File: config.mk
export PLATFORM = sky130hd
export DESIGN_NAME = imm_issue_ctrl
export DESIGN_NICKNAME = d
export VERILOG_FILES = /design/src/rtl/imm_issue_ctrl.sv
export SDC_FILE = /design/constraint.sdc
export NUM_CORES = 1
export LEC_CHECK = 0
export BUFFER_PORTS_ARGS = -buffer_cell sky130_fd_sc_hd__buf_2
export CAP_MARGIN = 20
export CORE_ASPECT_RATIO = 1.25
export CORE_UTILIZATION = 60
export DETAILED_ROUTE_END_ITERATION = 6
export MAX_ROUTING_LAYER = met4
export PLACE_DENSITY = 0.86
export SYNTH_ARGS = -nofsm -noshare
export SYNTH_HDL_FRONTEND = slang
export SYNTH_SLANG_ARGS = --single-unit
File: constraint.sdc
create_clock -name clk -period 6.1 [get_ports clk]
set_clock_uncertainty 0.15 [all_clocks]
set_input_delay 1.22 -clock clk [delete_from_list [all_inputs] [get_ports clk]]
set_output_delay 1.22 -clock clk [all_outputs]
set_load 0.02 [all_outputs]
File: src/rtl/imm_issue_ctrl.sv
// imm_issue_ctrl: ID-stage immediate extension with a 2-entry valid/ready
// skid buffer (head register drives the outputs, skid absorbs one extra).
module imm_issue_ctrl #(
  parameter bit          FP_MEM_EN = 1'b1,
  parameter int unsigned BR_SHIFT  = 2
) (
  input  logic        clk,
  input  logic        rst_n,
  input  logic        in_valid,
  output logic        in_ready,
  input  logic [31:0] instr,
  input  logic        flush,
  output logic        out_valid,
  input  logic        out_ready,
  output logic [31:0] out_imm,
  output logic [2:0]  out_mode,
  output logic        out_used,
  output logic [1:0]  occupancy
);

  localparam logic [2:0] MODE_NONE   = 3'd0;
  localparam logic [2:0] MODE_SIGN   = 3'd1;
  localparam logic [2:0] MODE_ZERO   = 3'd2;
  localparam logic [2:0] MODE_UPPER  = 3'd3;
  localparam logic [2:0] MODE_BRANCH = 3'd4;

  logic [31:0] sext_s;
  logic [31:0] dec_imm_s;
  logic [2:0]  dec_mode_s;
  logic        unused_instr_s;

  logic        head_valid_r, head_used_r, skid_valid_r, skid_used_r;
  logic [31:0] head_imm_r, skid_imm_r;
  logic [2:0]  head_mode_r, skid_mode_r;

  logic        head_valid_nxt_s, head_used_nxt_s, skid_valid_nxt_s, skid_used_nxt_s;
  logic [31:0] head_imm_nxt_s, skid_imm_nxt_s;
  logic [2:0]  head_mode_nxt_s, skid_mode_nxt_s;

  logic        push_s;
  logic        pop_s;

  // Register fields between the opcode and the immediate do not affect extension.
  assign unused_instr_s = ^instr[25:16];

  assign sext_s = {{16{instr[15]}}, instr[15:0]};

  // Opcode decode: pick the extension mode and form the 32-bit immediate.
  always_comb begin
    dec_mode_s = MODE_NONE;
    dec_imm_s  = 32'h0000_0000;
    case (instr[31:26])
      6'h08, 6'h09, 6'h0A, 6'h0B, 6'h23, 6'h2B: begin
        dec_mode_s = MODE_SIGN;
        dec_imm_s  = sext_s;
      end
      6'h31, 6'h39: begin
        if (FP_MEM_EN) begin
          dec_mode_s = MODE_SIGN;
          dec_imm_s  = sext_s;
        end else begin
          dec_mode_s = MODE_NONE;
          dec_imm_s  = 32'h0000_0000;
        end
      end
      6'h0C, 6'h0D, 6'h0E: begin
        dec_mode_s = MODE_ZERO;
        dec_imm_s  = {16'h0000, instr[15:0]};
      end
      6'h0F: begin
        dec_mode_s = MODE_UPPER;
        dec_imm_s  = {instr[15:0], 16'h0000};
      end
      6'h04, 6'h05: begin
        dec_mode_s = MODE_BRANCH;
        dec_imm_s  = sext_s << BR_SHIFT;
      end
      default: begin
        dec_mode_s = MODE_NONE;
        dec_imm_s  = 32'h0000_0000;
      end
    endcase
  end

  // Skid is only ever occupied while head is, so "not full" is simply "skid empty".
  assign in_ready = ~skid_valid_r;
  assign push_s   = in_valid & in_ready;
  assign pop_s    = head_valid_r & out_ready;

  // Next-state of the two entries: flush first, then pop/refill, then plain push.
  always_comb begin
    head_valid_nxt_s = head_valid_r;
    head_imm_nxt_s   = head_imm_r;
    head_mode_nxt_s  = head_mode_r;
    head_used_nxt_s  = head_used_r;
    skid_valid_nxt_s = skid_valid_r;
    skid_imm_nxt_s   = skid_imm_r;
    skid_mode_nxt_s  = skid_mode_r;
    skid_used_nxt_s  = skid_used_r;
    if (flush) begin
      // Clearing head data keeps the outputs at zero while invalid.
      head_valid_nxt_s = 1'b0;
      head_imm_nxt_s   = 32'h0000_0000;
      head_mode_nxt_s  = MODE_NONE;
      head_used_nxt_s  = 1'b0;
      skid_valid_nxt_s = 1'b0;
    end else if (pop_s) begin
      if (skid_valid_r) begin
        head_imm_nxt_s   = skid_imm_r;
        head_mode_nxt_s  = skid_mode_r;
        head_used_nxt_s  = skid_used_r;
        skid_valid_nxt_s = 1'b0;
      end else if (push_s) begin
        head_imm_nxt_s   = dec_imm_s;
        head_mode_nxt_s  = dec_mode_s;
        head_used_nxt_s  = (dec_mode_s != MODE_NONE);
      end else begin
        head_valid_nxt_s = 1'b0;
        head_imm_nxt_s   = 32'h0000_0000;
        head_mode_nxt_s  = MODE_NONE;
        head_used_nxt_s  = 1'b0;
      end
    end else if (push_s) begin
      if (head_valid_r) begin
        skid_valid_nxt_s = 1'b1;
        skid_imm_nxt_s   = dec_imm_s;
        skid_mode_nxt_s  = dec_mode_s;
        skid_used_nxt_s  = (dec_mode_s != MODE_NONE);
      end else begin
        head_valid_nxt_s = 1'b1;
        head_imm_nxt_s   = dec_imm_s;
        head_mode_nxt_s  = dec_mode_s;
        head_used_nxt_s  = (dec_mode_s != MODE_NONE);
      end
    end else begin
      head_valid_nxt_s = head_valid_r;
    end
  end

  // Entry storage with asynchronous clear.
  always_ff @(posedge clk or negedge rst_n) begin
    if (!rst_n) begin
      head_valid_r <= 1'b0;
      head_imm_r   <= 32'h0000_0000;
      head_mode_r  <= MODE_NONE;
      head_used_r  <= 1'b0;
      skid_valid_r <= 1'b0;
      skid_imm_r   <= 32'h0000_0000;
      skid_mode_r  <= MODE_NONE;
      skid_used_r  <= 1'b0;
    end else begin
      head_valid_r <= head_valid_nxt_s;
      head_imm_r   <= head_imm_nxt_s;
      head_mode_r  <= head_mode_nxt_s;
      head_used_r  <= head_used_nxt_s;
      skid_valid_r <= skid_valid_nxt_s;
      skid_imm_r   <= skid_imm_nxt_s;
      skid_mode_r  <= skid_mode_nxt_s;
      skid_used_r  <= skid_used_nxt_s;
    end
  end

  assign out_valid = head_valid_r;
  assign out_imm   = head_imm_r;
  assign out_mode  = head_mode_r;
  assign out_used  = head_used_r;
  assign occupancy = {skid_valid_r, head_valid_r & ~skid_valid_r};

endmodule

==> metrics.md <==
| Metric | Value |
|---|---|
| Outcome | `completed` |
| Post-CTS sizing | `0` |
| RSZ-0062 raised after global routing | `false` |
| Rows | `32` |
| DR pass1 iterations | `5` |
| Clock share of power | `between 30% and 40%` |
| Via density | `approximately 6.3` |
| Post-route ant nets | `0` |
| R2R Setup Slk | `3.42 ns` |
| Die footprint | `around 0.007 mm²` |
| Nets@finish | `around 500` |
| Port Buffers | `66` |
| Clk buf depth | `2` |
| Final TNS setup | `0 ns` |
| Final setup fails | `0` |
| Tmin final | `around 3.4 ns` |
| # hold bufs at CTS | `0` |
| Slew margin rel. | `between 30% and 40%` |
| Switch share | `between 30% and 40%` |
| Cts bufs inserted | `9` |
| Leak | `~0.0020 µW` |
| Cells after Synth | `roughly 410` |
| Net Sw Power | `approximately 350 µW` |
| Layout fillers | `just under 500` |
| Reg-to-reg endpoint | `skid_imm_r[29]$_DFFE_PN0P_` |
| CP endpoint kind | `register` |
| Worst-path clk slew | `~0.080 ns` |
| Register area | `about 0.0019 mm²` |
| I/O pin count | `77` |
| GRT Overall Usage | `a little under a third` |
| Core area | `roughly 0.0063 mm²` |
| WL per Instance | `17.6 µm` |
| Die W | `around 75 µm` |
| Syn Nets | `approximately 450` |
| Layout cells sized above 1 | `between 20% and 30%` |
| F_max | `roughly 300 MHz` |
| Design area | `about 0.0045 mm²` |
| Async SR Flop Fraction | `between 90% and 100%` |
| Measured slew at the worst slew-check pin | `about 1.0 ns` |
| Seq/Total Area, Yosys | `between 40% and 50%` |
| CP Launch Point | `flush` |
| DPL Wire Length | `between 6000 and 7000 µm` |
| WP data required | `approximately 6 ns` |
| Post-synthesis cell area | `0.00399 mm²` |
| Cell Int Power | `around 800 µW` |
| Worst Path Arrival | `~3.4 ns` |
| Synthesis-to-finish area growth | `13.5%` |
| Post-CTS Setup Repair Bufs | `0` |
| Post-synth cell types | `49` |
| Startpoint Class | `primary input` |
| CTS tree | `done` |
| Slew Limit Fails | `0` |
| Final number of hold-violating endpoints | `0` |
| Via Count | `between 3k and 4k` |
| Ys flop type | `dfrtp_1` |
| Worst-path maximum fanout | `21` |
| Cells on worst reg2reg path | `4` |
| Ys Warns | `0` |
| # DRC | `0` |
| Clock root buffer | `clkbuf_8` |
| H-Tree Depth | `3` |
| Antenna diode count | `0` |
| Part of the power in registers | `51.5%` |
| Initial Util | `between 60% and 70%` |
| Largest net degree at the start of global routing | `75` |
| Final Wtd Congestion | `around 0.86` |
| P per Cell Area | `around 250 mW/mm²` |
| Critical Setup Path Class | `primary input to register` |
| Comb pwr share | `17.9%` |
| Tcrit/Tclk final | `a little under three fifths` |
| Number of synthesized flops with an enable pin | `0` |
| R2r startpoint | `skid_valid_r$_DFFE_PN0P_` |
| Worst VDD drop | `0.146 mV` |
| Total Routed Length | `between 9000 and 10000 µm` |
| DP Area | `approximately 0.0043 mm²` |
| Critical Path End | `skid_imm_r[29]$_DFFE_PN0P_` |
| Skew-Pair Late Insertion Delay | `roughly 0.34 ns` |
| Clock sink count | `74` |
| First-pass GRT wire length | `approximately 16000 µm` |
| Total power | `between 1000 and 1500 µW` |
| Max cap viols | `0` |
| Initial antenna violation count | `0` |
| Vias in the first global route | `3386` |
| Synthesized flop and latch total | `74` |
| Area of the multi-input gates | `a little under 0.002 mm²` |
| Syn Area/Cell | `9.63 µm²` |
| GRT overflow | `0` |
| 1st-iter DRT viols | `312` |
| Hold Crit Class | `register to register` |
| Die Y-Extent | `roughly 93 µm` |
| Final Util | `between 70% and 80%` |
critical path, cell delays in order:
cell     delay [ns]
buf_2          0.25
or3b_1         0.49
or2_1          0.42
nor3_2         0.84
a21oi_1        0.18
power groups by stage:
stage	sequential (µW)	combinational (µW)	clock [µW]
floorplan	604	120	0
global placement	590	194	0
detailed placement	595	203	0
CTS	585	204	352
global route	593	227	375
finish	586	204	348
layout make-up:
class                      instances  share of cell area (%)
clock buffer                      10                    3.04
clock inverter                     6                   0.912
inverter                           3                   0.249
multi-input combinational        301                    43.8
sequential                        74                    40.9
tap                               85                    2.35
timing repair buffer              75                    8.79
per-layer routing:
metal / track usage (%) / up-vias / share of wire (%)
met3: 7.11 / 16 / 6.0
met4: 11.3 / 0 / 1.4
li1: - / 1635 / -
met2: 48.8 / 143 / 51
met5: - / - / 0
met1: 40.4 / 1711 / 41
per-stage QoR:
step / instances / hold WS, ns / setup WS (ns)
after detailed placement: 538 / 0.321 / 2.44
after global placement: 536 / 0.314 / 2.47
final: 554 / 0.339 / 2.73
after global routing: 554 / 0.363 / 2.58
after CTS: 554 / 0.339 / 2.78
after floorplan: 414 / 0.297 / 3.26
worst min-delay path by stage:
stage	from	to	slack (ns)	cells after the start
3_3_place_gp	skid_mode_r[1]$_DFFE_PN0P_	skid_mode_r[1]$_DFFE_PN0P_	0.31	2
4_1_cts	skid_mode_r[2]$_DFFE_PN0P_	skid_mode_r[2]$_DFFE_PN0P_	0.34	2
3_5_place_dp	skid_mode_r[2]$_DFFE_PN0P_	skid_mode_r[2]$_DFFE_PN0P_	0.32	2
6_report	skid_imm_r[0]$_DFFE_PN0P_	skid_imm_r[0]$_DFFE_PN0P_	0.34	2
5_1_grt	skid_mode_r[2]$_DFFE_PN0P_	skid_mode_r[2]$_DFFE_PN0P_	0.36	2
2_1_floorplan	skid_mode_r[2]$_DFFE_PN0P_	skid_mode_r[2]$_DFFE_PN0P_	0.30	2
registers in the layout (all words and copies together) (netlist names):
register and count:
out_mode 3, skid_valid_r 1, skid_imm_r 32, skid_used_r 1, out_used 1, skid_mode_r 3, out_imm 32, out_valid 1
cells in the final DEF (no fill, tap or decap), drive strengths merged, types with 2 or more instances in the layout:
cell / n
a2111oi: 2
a211oi: 4
a21oi: 19
a22oi: 19
a311oi: 14
a31o: 14
and2: 16
and3: 16
buf: 75
clkbuf: 10
clkinv: 2
clkinvlp: 3
dfrtp: 74
inv: 4
mux2i: 14
nand2: 72
nand2b: 5
nor2: 22
nor2b: 2
nor3: 7
nor3b: 2
nor4: 2
nor4b: 2
o21ai: 26
o22ai: 14
o311ai: 14
cell families after synthesis:
group	Yosys count	synth area share, %
compound gates	133	26.1
buf+inv	39	4.45
flops	74	46.4
mux	15	3.80
xor+xnor	1	0.220
simple gates	152	19.0
cell usage after synthesis (all sizes together), types with 2 or more instances:
library cell	number	area [µm²]
and2	16	100
a21oi	19	95.1
a31o	14	123
inv	3	11.3
a311oi	14	185
mux2i	14	140
buf	10	67.6
o311ai	14	123
nor3	7	45.0
nor2b	2	12.5
nor4b	2	23.8
o21ai	26	130
nand2	72	270
nor4	2	12.5
dfrtp	74	1850
o22ai	14	87.6
a211oi	4	42.5
nor3b	2	15.0
clkbuf	26	98.8
a2111oi	2	55.1
a22oi	19	143
nor2	22	92.6
and3	16	100
nand2b	5	31.3
Power figures use the tool's default switching activity.
